## config.mk

```make
export PLATFORM = sky130hd
export DESIGN_NAME = sr_flop_bank
export DESIGN_NICKNAME = d
export VERILOG_FILES = /design/src/rtl/sr_flop_bank.sv
export SDC_FILE = /design/constraint.sdc
export NUM_CORES = 1
export LEC_CHECK = 0
export CORE_MARGIN = 5
export CORE_UTILIZATION = 41
export CTS_BUF_LIST = sky130_fd_sc_hd__clkbuf_4
export CTS_CLUSTER_DIAMETER = 40
export DETAILED_ROUTE_END_ITERATION = 16
export PLACE_DENSITY = 0.87
export SLEW_MARGIN = 20
export SYNTH_ARGS = -nofsm -noshare
export SYNTH_HDL_FRONTEND = slang
export SYNTH_HIERARCHICAL = 1
export SYNTH_SLANG_ARGS = --single-unit
```

## constraint.sdc

```tcl
create_clock -name clk -period 2.3 [get_ports clk]
set_input_delay 0.575 -clock clk [delete_from_list [all_inputs] [get_ports clk]]
set_output_delay 0.575 -clock clk [all_outputs]
set_load 0.05 [all_outputs]
```

## src/rtl/sr_flop_bank.sv

```systemverilog
// Bank of WIDTH independent SR flip-flops with selectable conflict response,
// optional rising-edge triggering and a saturating set/clear conflict counter.

module sr_flop_lane #(
  parameter int MODE = 0,
  parameter int EDGE = 0
) (
  input  logic clk,
  input  logic rst_n,
  input  logic en_i,
  input  logic set_i,
  input  logic clr_i,
  output logic q_o,
  output logic conflict_o,
  output logic sc_o
);
  logic set_hist_q, clr_hist_q;
  logic q_q, q_d;
  logic cf_q, cf_d;
  logic s, c;

  always_comb begin
    s = (EDGE != 0) ? (set_i & ~set_hist_q) : set_i;
    c = (EDGE != 0) ? (clr_i & ~clr_hist_q) : clr_i;
    q_d = q_q;
    if (en_i) begin
      unique case ({s, c})
        2'b10: q_d = 1'b1;
        2'b01: q_d = 1'b0;
        2'b11: begin
          if      (MODE == 0) q_d = 1'b0;
          else if (MODE == 1) q_d = 1'b1;
          else if (MODE == 2) q_d = q_q;
          else                q_d = ~q_q;
        end
        default: q_d = q_q;
      endcase
    end
    cf_d = en_i & s & c;
  end

  // History runs every clock, so edges seen while disabled are consumed.
  always_ff @(posedge clk or negedge rst_n) begin
    if (!rst_n) begin
      set_hist_q <= 1'b0;
      clr_hist_q <= 1'b0;
      q_q        <= 1'b0;
      cf_q       <= 1'b0;
    end else begin
      set_hist_q <= set_i;
      clr_hist_q <= clr_i;
      q_q        <= q_d;
      cf_q       <= cf_d;
    end
  end

  assign q_o        = q_q;
  assign conflict_o = cf_q;
  assign sc_o       = cf_d;
endmodule

module sr_flop_bank #(
  parameter int WIDTH = 8,
  parameter int MODE  = 0,
  parameter int EDGE  = 0,
  parameter int CNT_W = 8
) (
  input  logic             clk,
  input  logic             rst_n,
  input  logic             en,
  input  logic [WIDTH-1:0] set,
  input  logic [WIDTH-1:0] clr,
  input  logic             clr_cnt,
  output logic [WIDTH-1:0] q,
  output logic [WIDTH-1:0] q_n,
  output logic [WIDTH-1:0] conflict,
  output logic [CNT_W-1:0] conflict_cnt
);
  if (MODE < 0 || MODE > 3 || WIDTH < 1 || CNT_W < 2) begin : g_bad_param
    $error("sr_flop_bank: illegal parameters MODE=%0d WIDTH=%0d CNT_W=%0d", MODE, WIDTH, CNT_W);
  end

  logic [WIDTH-1:0] sc;
  logic [CNT_W-1:0] cnt_q, cnt_d;

  for (genvar i = 0; i < WIDTH; i++) begin : g_lane
    sr_flop_lane #(.MODE(MODE), .EDGE(EDGE)) u_lane (
      .clk       (clk),
      .rst_n     (rst_n),
      .en_i      (en),
      .set_i     (set[i]),
      .clr_i     (clr[i]),
      .q_o       (q[i]),
      .conflict_o(conflict[i]),
      .sc_o      (sc[i])
    );
  end

  // sc already includes en, so any lane conflicting counts once per cycle.
  always_comb begin
    cnt_d = cnt_q;
    if (clr_cnt)                  cnt_d = '0;
    else if (|sc && cnt_q != '1)  cnt_d = cnt_q + CNT_W'(1);
  end

  always_ff @(posedge clk or negedge rst_n) begin
    if (!rst_n) cnt_q <= '0;
    else        cnt_q <= cnt_d;
  end

  assign q_n          = ~q;
  assign conflict_cnt = cnt_q;
endmodule

```

==> flow_metrics.tcl, run 1 <==
set metrics [dict create \
    p_leak_nw 0.763 \
    crit_cells 7 \
    required_ns 2.55 \
    die_y_um 60.1 \
    start_util 0.422 \
    coreArea_sq_mm 0.00243 \
    fin_crit_sh 0.971 \
    skew_ns 0.0100 \
    netlist_area_sq_mm 0.00103 \
    hold_path_class "reg2reg" \
    drc_errors 0 \
    grt_max_degree 25 \
    fill_cells 217 \
    cp_top_family "simple AND/OR/NAND/NOR gates" \
    num_vias 944 \
    synth-seq-cells 24 \
    placed_area_sq_mm 0.00162 \
    detail_route.iter0.violations 19 \
    grt_pass1_vias 1004 \
    fin_crit_ns 2.23 \
    critPathBufInv 2 \
    multi_input_area_sq_um 389 \
    syn_inst 92 \
    first_pass_iters 5 \
    ys_async_sr_fraction 1.00 \
    cpPeakStageDelay_ns 0.66 \
    synthTopCellsByArea "dfrtp_1, a21oi_1, and3_2" \
    design_area_sq_mm 0.00166 \
    cts.path.max_buffers 2 \
    ioPinCount 52 \
    worstPathArrival_ns 2.48 \
    power.density_mw_per_mm2 629 \
    fin_ws_ns 0.0674 \
    area_delta_synth_final_pct 61.1 \
    root_buffer "clkbuf_4" \
    yosys.area.top_type "dfrtp_1" \
    yosysMostFrequentCell "dfrtp_1" \
    die_w_um 60.1 \
    cap_violations 0 \
    cp-start-kind "input port" \
    gp_congestion 0.761 \
    cts_sinks 24 \
    slowest_stage "or4_2" \
    min_delay_path_depth 2 \
    wl_mm 2.73 \
    ys_warn_count 6 \
    clk_latency_ns 0.31 \
    cts.clk_slew.worst_paths_ns 0.13 \
    hpwl_mm 2.18 \
    synth_edf_count 0 \
    cts_tree "yes" \
    r2r_cells 6 \
    cts_inserted_buffers 3 \
    status "completed" \
    peakVddDrop_uv 532 \
    rrSetupSlack_ns 0.39 \
    antenna_cells 0 \
    avgViaCountPerCell 5.16 \
    synth_fp_nets 113 \
    drive_above_1_share 0.163 \
    netlist.area_leader.share 0.585 \
    nets 175 \
    yosysSeqAreaShare 0.585 \
    rsz0062_at_grt "false" \
    critPathKind "in2reg" \
    ys.flop_type "dfrtp_1" \
    preCtsSetupSlack_ns -0.379 \
    avgRoutedWirePerCell_um 14.9 \
    ant_nets 0 \
    row_count 18 \
    crit_fanout 11 \
    antenna_found_initial 0 \
    dieArea_sq_mm 0.00361 \
    portBuffers 51 \
    synth_common_cells "dfrtp_1, a21oi_1, and3_2, inv_1" \
    final-setup-viol-count 0 \
    grt_pass1_wl_mm 4.40 \
    synth.distinct_cells 24 \
    gr-total-overflow 0 \
    path_cells "clkdlybuf4s50_1 > and3_2 > or4_4 > o22ai_2 > buf_4 > or4_2 > a21oi_2" \
    cp-end-kind "flop" \
    fmax_ghz 0.448 \
    ctsHtreeMaxLevel 1 \
    hold_viol 0 \
    grt_use_total 0.162 \
    worst-slew-pin-transition_ns 0.525 \
    synth.avg_cell_area_sq_um 11.2 \
    slew_violations 0 \
    regArea_sq_um 601 \
    post-cts-setup-buffers 0 \
    relSlewSlack 0.649 \
]
==> sequential cells by signal (all words and copies together), names as in the netlist <==
register                  flops
g_lane.u_lane/conflict_o      8
conflict_cnt                  8
g_lane.u_lane/q_o             8
==> metrics by stage <==
step / cells / util / total power, mW / hold WS, ns / setup TNS, ns
2_1_floorplan: 92 / - / 0.707 / 0.279 / 0
3_3_place_gp: 179 / 0.665 / 0.864 / 0.543 / -2.14
3_5_place_dp: 179 / 0.665 / 0.871 / 0.542 / -2.36
4_1_cts: 183 / 0.680 / 1.05 / 0.572 / 0
5_1_grt: 183 / 0.681 / 1.09 / 0.617 / 0
6_report: 183 / 0.681 / 1.04 / 0.566 / 0
==> timing repair <==
item	4_1_cts	5_1_grt
endpoints found under the setup margin	1	1
hold buffers	0	0
hold endpoints to repair	0	0
resized for setup	4	1
==> cell usage in the layout, fill, tap and decap left out <==
| master | count |
|---|---|
| dlygate4sd2_1 | 1 |
| nor3b_1 | 2 |
| a211o_1 | 2 |
| clkdlybuf4s50_1 | 49 |
| a21oi_1 | 19 |
| o21bai_2 | 1 |
| o21ai_0 | 1 |
| or4_4 | 2 |
| a21oi_2 | 1 |
| nand2_1 | 3 |
| clkbuf_4 | 3 |
| dlymetal6s2s_1 | 1 |
| and2b_1 | 1 |
| clkinv_1 | 1 |
| or4_2 | 1 |
| buf_4 | 5 |
| nor3_1 | 1 |
| buf_6 | 2 |
| o22ai_2 | 1 |
| xor2_1 | 1 |
| nor2_1 | 3 |
| nand4_1 | 1 |
| mux2i_1 | 1 |
| nand3_1 | 3 |
| or3_2 | 1 |
| ha_1 | 1 |
| dfrtp_1 | 24 |
| or4_1 | 2 |
| inv_1 | 8 |
| and3_2 | 8 |
| o31ai_1 | 3 |
==> final cells by class <==
class,count,area share
flip-flops and latches,24,0.363
repair buffers,58,0.345
multi-input cells,59,0.235
well taps,30,0.0227
inverters,8,0.0181
clock buffers,3,0.0136
clock inverters,1,0.00227
==> worst register-to-register path: stages, from the launching register on <==
cell and delay (ns):
dfrtp_1 0.44, ha_1 0.25, nand3_1 0.12, o22ai_2 0.06
buf_4 0.17, or4_2 0.66, a21oi_2 0.16
==> path summary, 6_finish.rpt <==
kind,from,endpoint
worst max-delay path,set[6],conflict_cnt[6]
worst min-delay path,g_lane[7].u_lane/q_o,g_lane[7].u_lane/q_o
worst max register to register,conflict_cnt[0],conflict_cnt[6]
worst min register to register,g_lane[7].u_lane/q_o,g_lane[7].u_lane/q_o
max in group asynchronous,rst_n,g_lane[3].u_lane/conflict_o
min in group asynchronous,rst_n,g_lane[0].u_lane/conflict_o
==> power by group <==
group / internal (mW) / switching [mW]
logic: 0.145 / 0.243
clock network: 0.0633 / 0.116
registers: 0.451 / 0.0230
total: 0.659 / 0.382
==> layer usage <==
layer	track usage	vias up	routed length (um)
li1	-	458	-
met5	0	-	0
met2	0.290	27	1480
met3	0.0281	2	127
met1	0.189	457	1100
met4	0.0665	0	26
==> logic make-up after synthesis <==
group | count (synthesis) | synth area share
AOI/OAI and AO/OA | 28 | 0.164
and+or+nand+nor | 28 | 0.180
DFF | 24 | 0.585
buffers and inverters | 9 | 0.0402
xor gates and xnor gates | 1 | 0.00853
muxes | 1 | 0.00974
adders and majority gates | 1 | 0.0122
Power figures use the tool's default switching activity.
==> inputs of run 2 (changes only) <==
--- a/config.mk
+++ b/config.mk
@@ -5,6 +5,7 @@
 export SDC_FILE = /design/constraint.sdc
 export NUM_CORES = 1
 export LEC_CHECK = 0
+export CORE_ASPECT_RATIO = 0.9
 export CORE_MARGIN = 5
 export CORE_UTILIZATION = 41
 export CTS_BUF_LIST = sky130_fd_sc_hd__clkbuf_4
==> run 2 against run 1 <==
Worst setup slack worse by 0.011 ns. Critical path depth stayed put. Register-to-register slack worse by 0.05 ns. Critical path type unchanged. Critical endpoint unchanged. Largest cell class unchanged. Largest power group unchanged.
==> flow_metrics.tcl, run 2 (synthesis gave the netlist of run 1 again) <==
set metrics [dict create \
    status "completed" \
    layout_commonest_cell "clkdlybuf4s50_1" \
    post-place-cells 176 \
    multi_input_area_sq_um 389 \
    drive_above_1_share 0.169 \
    die_y_um 57.5 \
    critPathBufInv 2 \
    cts_tree "yes" \
    die_w_um 62.8 \
    cap_violations 0 \
    portBuffers 51 \
    cts_sinks 24 \
    antenna_found_initial 0 \
    avgRoutedWirePerCell_um 16.4 \
    slowest_stage "or4_2" \
    fin_crit_sh 0.976 \
    crit_cells 7 \
    cpPeakStageDelay_ns 0.66 \
    rrSetupSlack_ns 0.34 \
    crit_fanout 11 \
    relSlewSlack 0.639 \
    cts.path.max_buffers 2 \
    antenna_cells 0 \
    fin_crit_ns 2.24 \
    worstPathArrival_ns 2.49 \
    cp_top_family "simple AND/OR/NAND/NOR gates" \
    fin_ws_ns 0.0560 \
    slew_violations 0 \
    dieArea_sq_mm 0.00361 \
    num_vias 980 \
    row_count 17 \
    gr-total-overflow 0 \
    skew_ns 0.0107 \
    ant_nets 0 \
    cts.clk_slew.worst_paths_ns 0.13 \
    cp-start-kind "input port" \
    power.density_mw_per_mm2 636 \
    critPathKind "in2reg" \
    path_cells "clkdlybuf4s50_1 > and3_2 > or4_4 > o22ai_2 > buf_12 > or4_2 > a21oi_2" \
    root_buffer "clkbuf_4" \
    required_ns 2.55 \
    fill_cells 173 \
    cp-end-kind "flop" \
    detail_route.iter0.violations 40 \
    hold_path_class "reg2reg" \
    cts_hold_buf 0 \
    final-setup-viol-count 0 \
    coreArea_sq_mm 0.00242 \
    clk_latency_ns 0.32 \
    grt_pass1_wl_mm 5.08 \
    r2r_cells 6 \
    first_pass_iters 4 \
    regArea_sq_um 601 \
    min_to "g_lane[7].u_lane/q_o" \
    worst-slew-pin-transition_ns 0.540 \
    hold_viol 0 \
    grt_pass1_vias 1124 \
    peakVddDrop_uv 462 \
    ctsHtreeMaxLevel 1 \
    grt_max_degree 25 \
    cts_inserted_buffers 3 \
    fin_cells 182 \
    area_delta_synth_final_pct 62.6 \
    avgViaCountPerCell 5.38 \
    gp_congestion 0.815 \
    preCtsSetupSlack_ns -0.432 \
    reg2reg_to "conflict_cnt[6]" \
    fmax_ghz 0.446 \
    timing.rr.start "conflict_cnt[0]" \
    nets 176 \
    rsz0062_at_grt "false" \
    grt_use_total 0.176 \
    hpwl_mm 2.30 \
    min_from "g_lane[7].u_lane/q_o" \
    p_leak_nw 0.752 \
    min_delay_path_depth 2 \
    ioPinCount 52 \
    mostFrequentLayoutCells "clkdlybuf4s50_1, dfrtp_1, a21oi_1, inv_1, and3_2" \
    start_util 0.424 \
    wl_mm 2.99 \
    drc_errors 0 \
]
-- run 2: cell types whose count changed in the layout (fill, tap and decap cells not counted), sizes merged --
cell           before  now
dlymetal6s2s        1    0
clkdlybuf4s50      49   50
buf                 7    8
-- run 2: tightest hold or removal path, cell delays in order (launching register included) --
cell,delay (ns)
dfrtp_1,0.40
a21oi_1,0.05
a21oi_1,0.10
-- run 2: layout make-up --
type,instances,area share
Clock buffer,3,0.0135
Clock inverter,1,0.00225
Inverter,8,0.0180
Multi-Input combinational cell,59,0.233
Sequential cell,24,0.360
Tap cell,28,0.0210
Timing Repair Buffer,59,0.353
-- run 2: power breakdown --
| group | switching, mW | total [mW] | internal, mW |
|---|---|---|---|
| logic | 0.247 | 0.399 | 0.152 |
| clock network | 0.124 | 0.187 | 0.0635 |
| registers | 0.0254 | 0.476 | 0.451 |
-- run 2: worst max path at each step --
stage / end / slack, ns / start
finish: conflict_cnt[6] / 0.06 / clr[4]
global route: conflict_cnt[6] / 0.01 / clr[1]
CTS: conflict_cnt[2] / 0.07 / conflict_cnt[2]
detailed placement: conflict_cnt[6] / -0.43 / en
global placement: conflict_cnt[6] / -0.30 / en
floorplan: conflict_cnt[1] / 0.32 / clr[5]
-- run 2: repair_timing --
| action | in CTS | in global routing |
|---|---|---|
| setup endpoints to repair | 5 | 0 |
| setup buffers | 1 | 0 |
| gates resized for setup | 5 | 0 |
-- run 2: layer usage --
metal | up-vias | GRT usage | share of wire
met3 | 7 | 0.0571 | 0.089
met4 | 0 | 0.0636 | 0.016
met1 | 469 | 0.208 | 0.41
met5 | - | 0 | 0
li1 | 458 | - | -
met2 | 46 | 0.302 | 0.49
-- run 2: per-stage QoR --
step	hold WS [ns]	utilization	setup TNS, ns	instance area, sq um	total power, mW
after floorplan	0.279	-	0	1030	0.707
after global placement	0.538	0.668	-2.07	1620	0.870
after detailed placement	0.547	0.668	-2.76	1620	0.880
after CTS	0.583	0.689	0	1670	1.07
after global routing	0.631	0.689	0	1670	1.11
final	0.579	0.689	0	1670	1.06
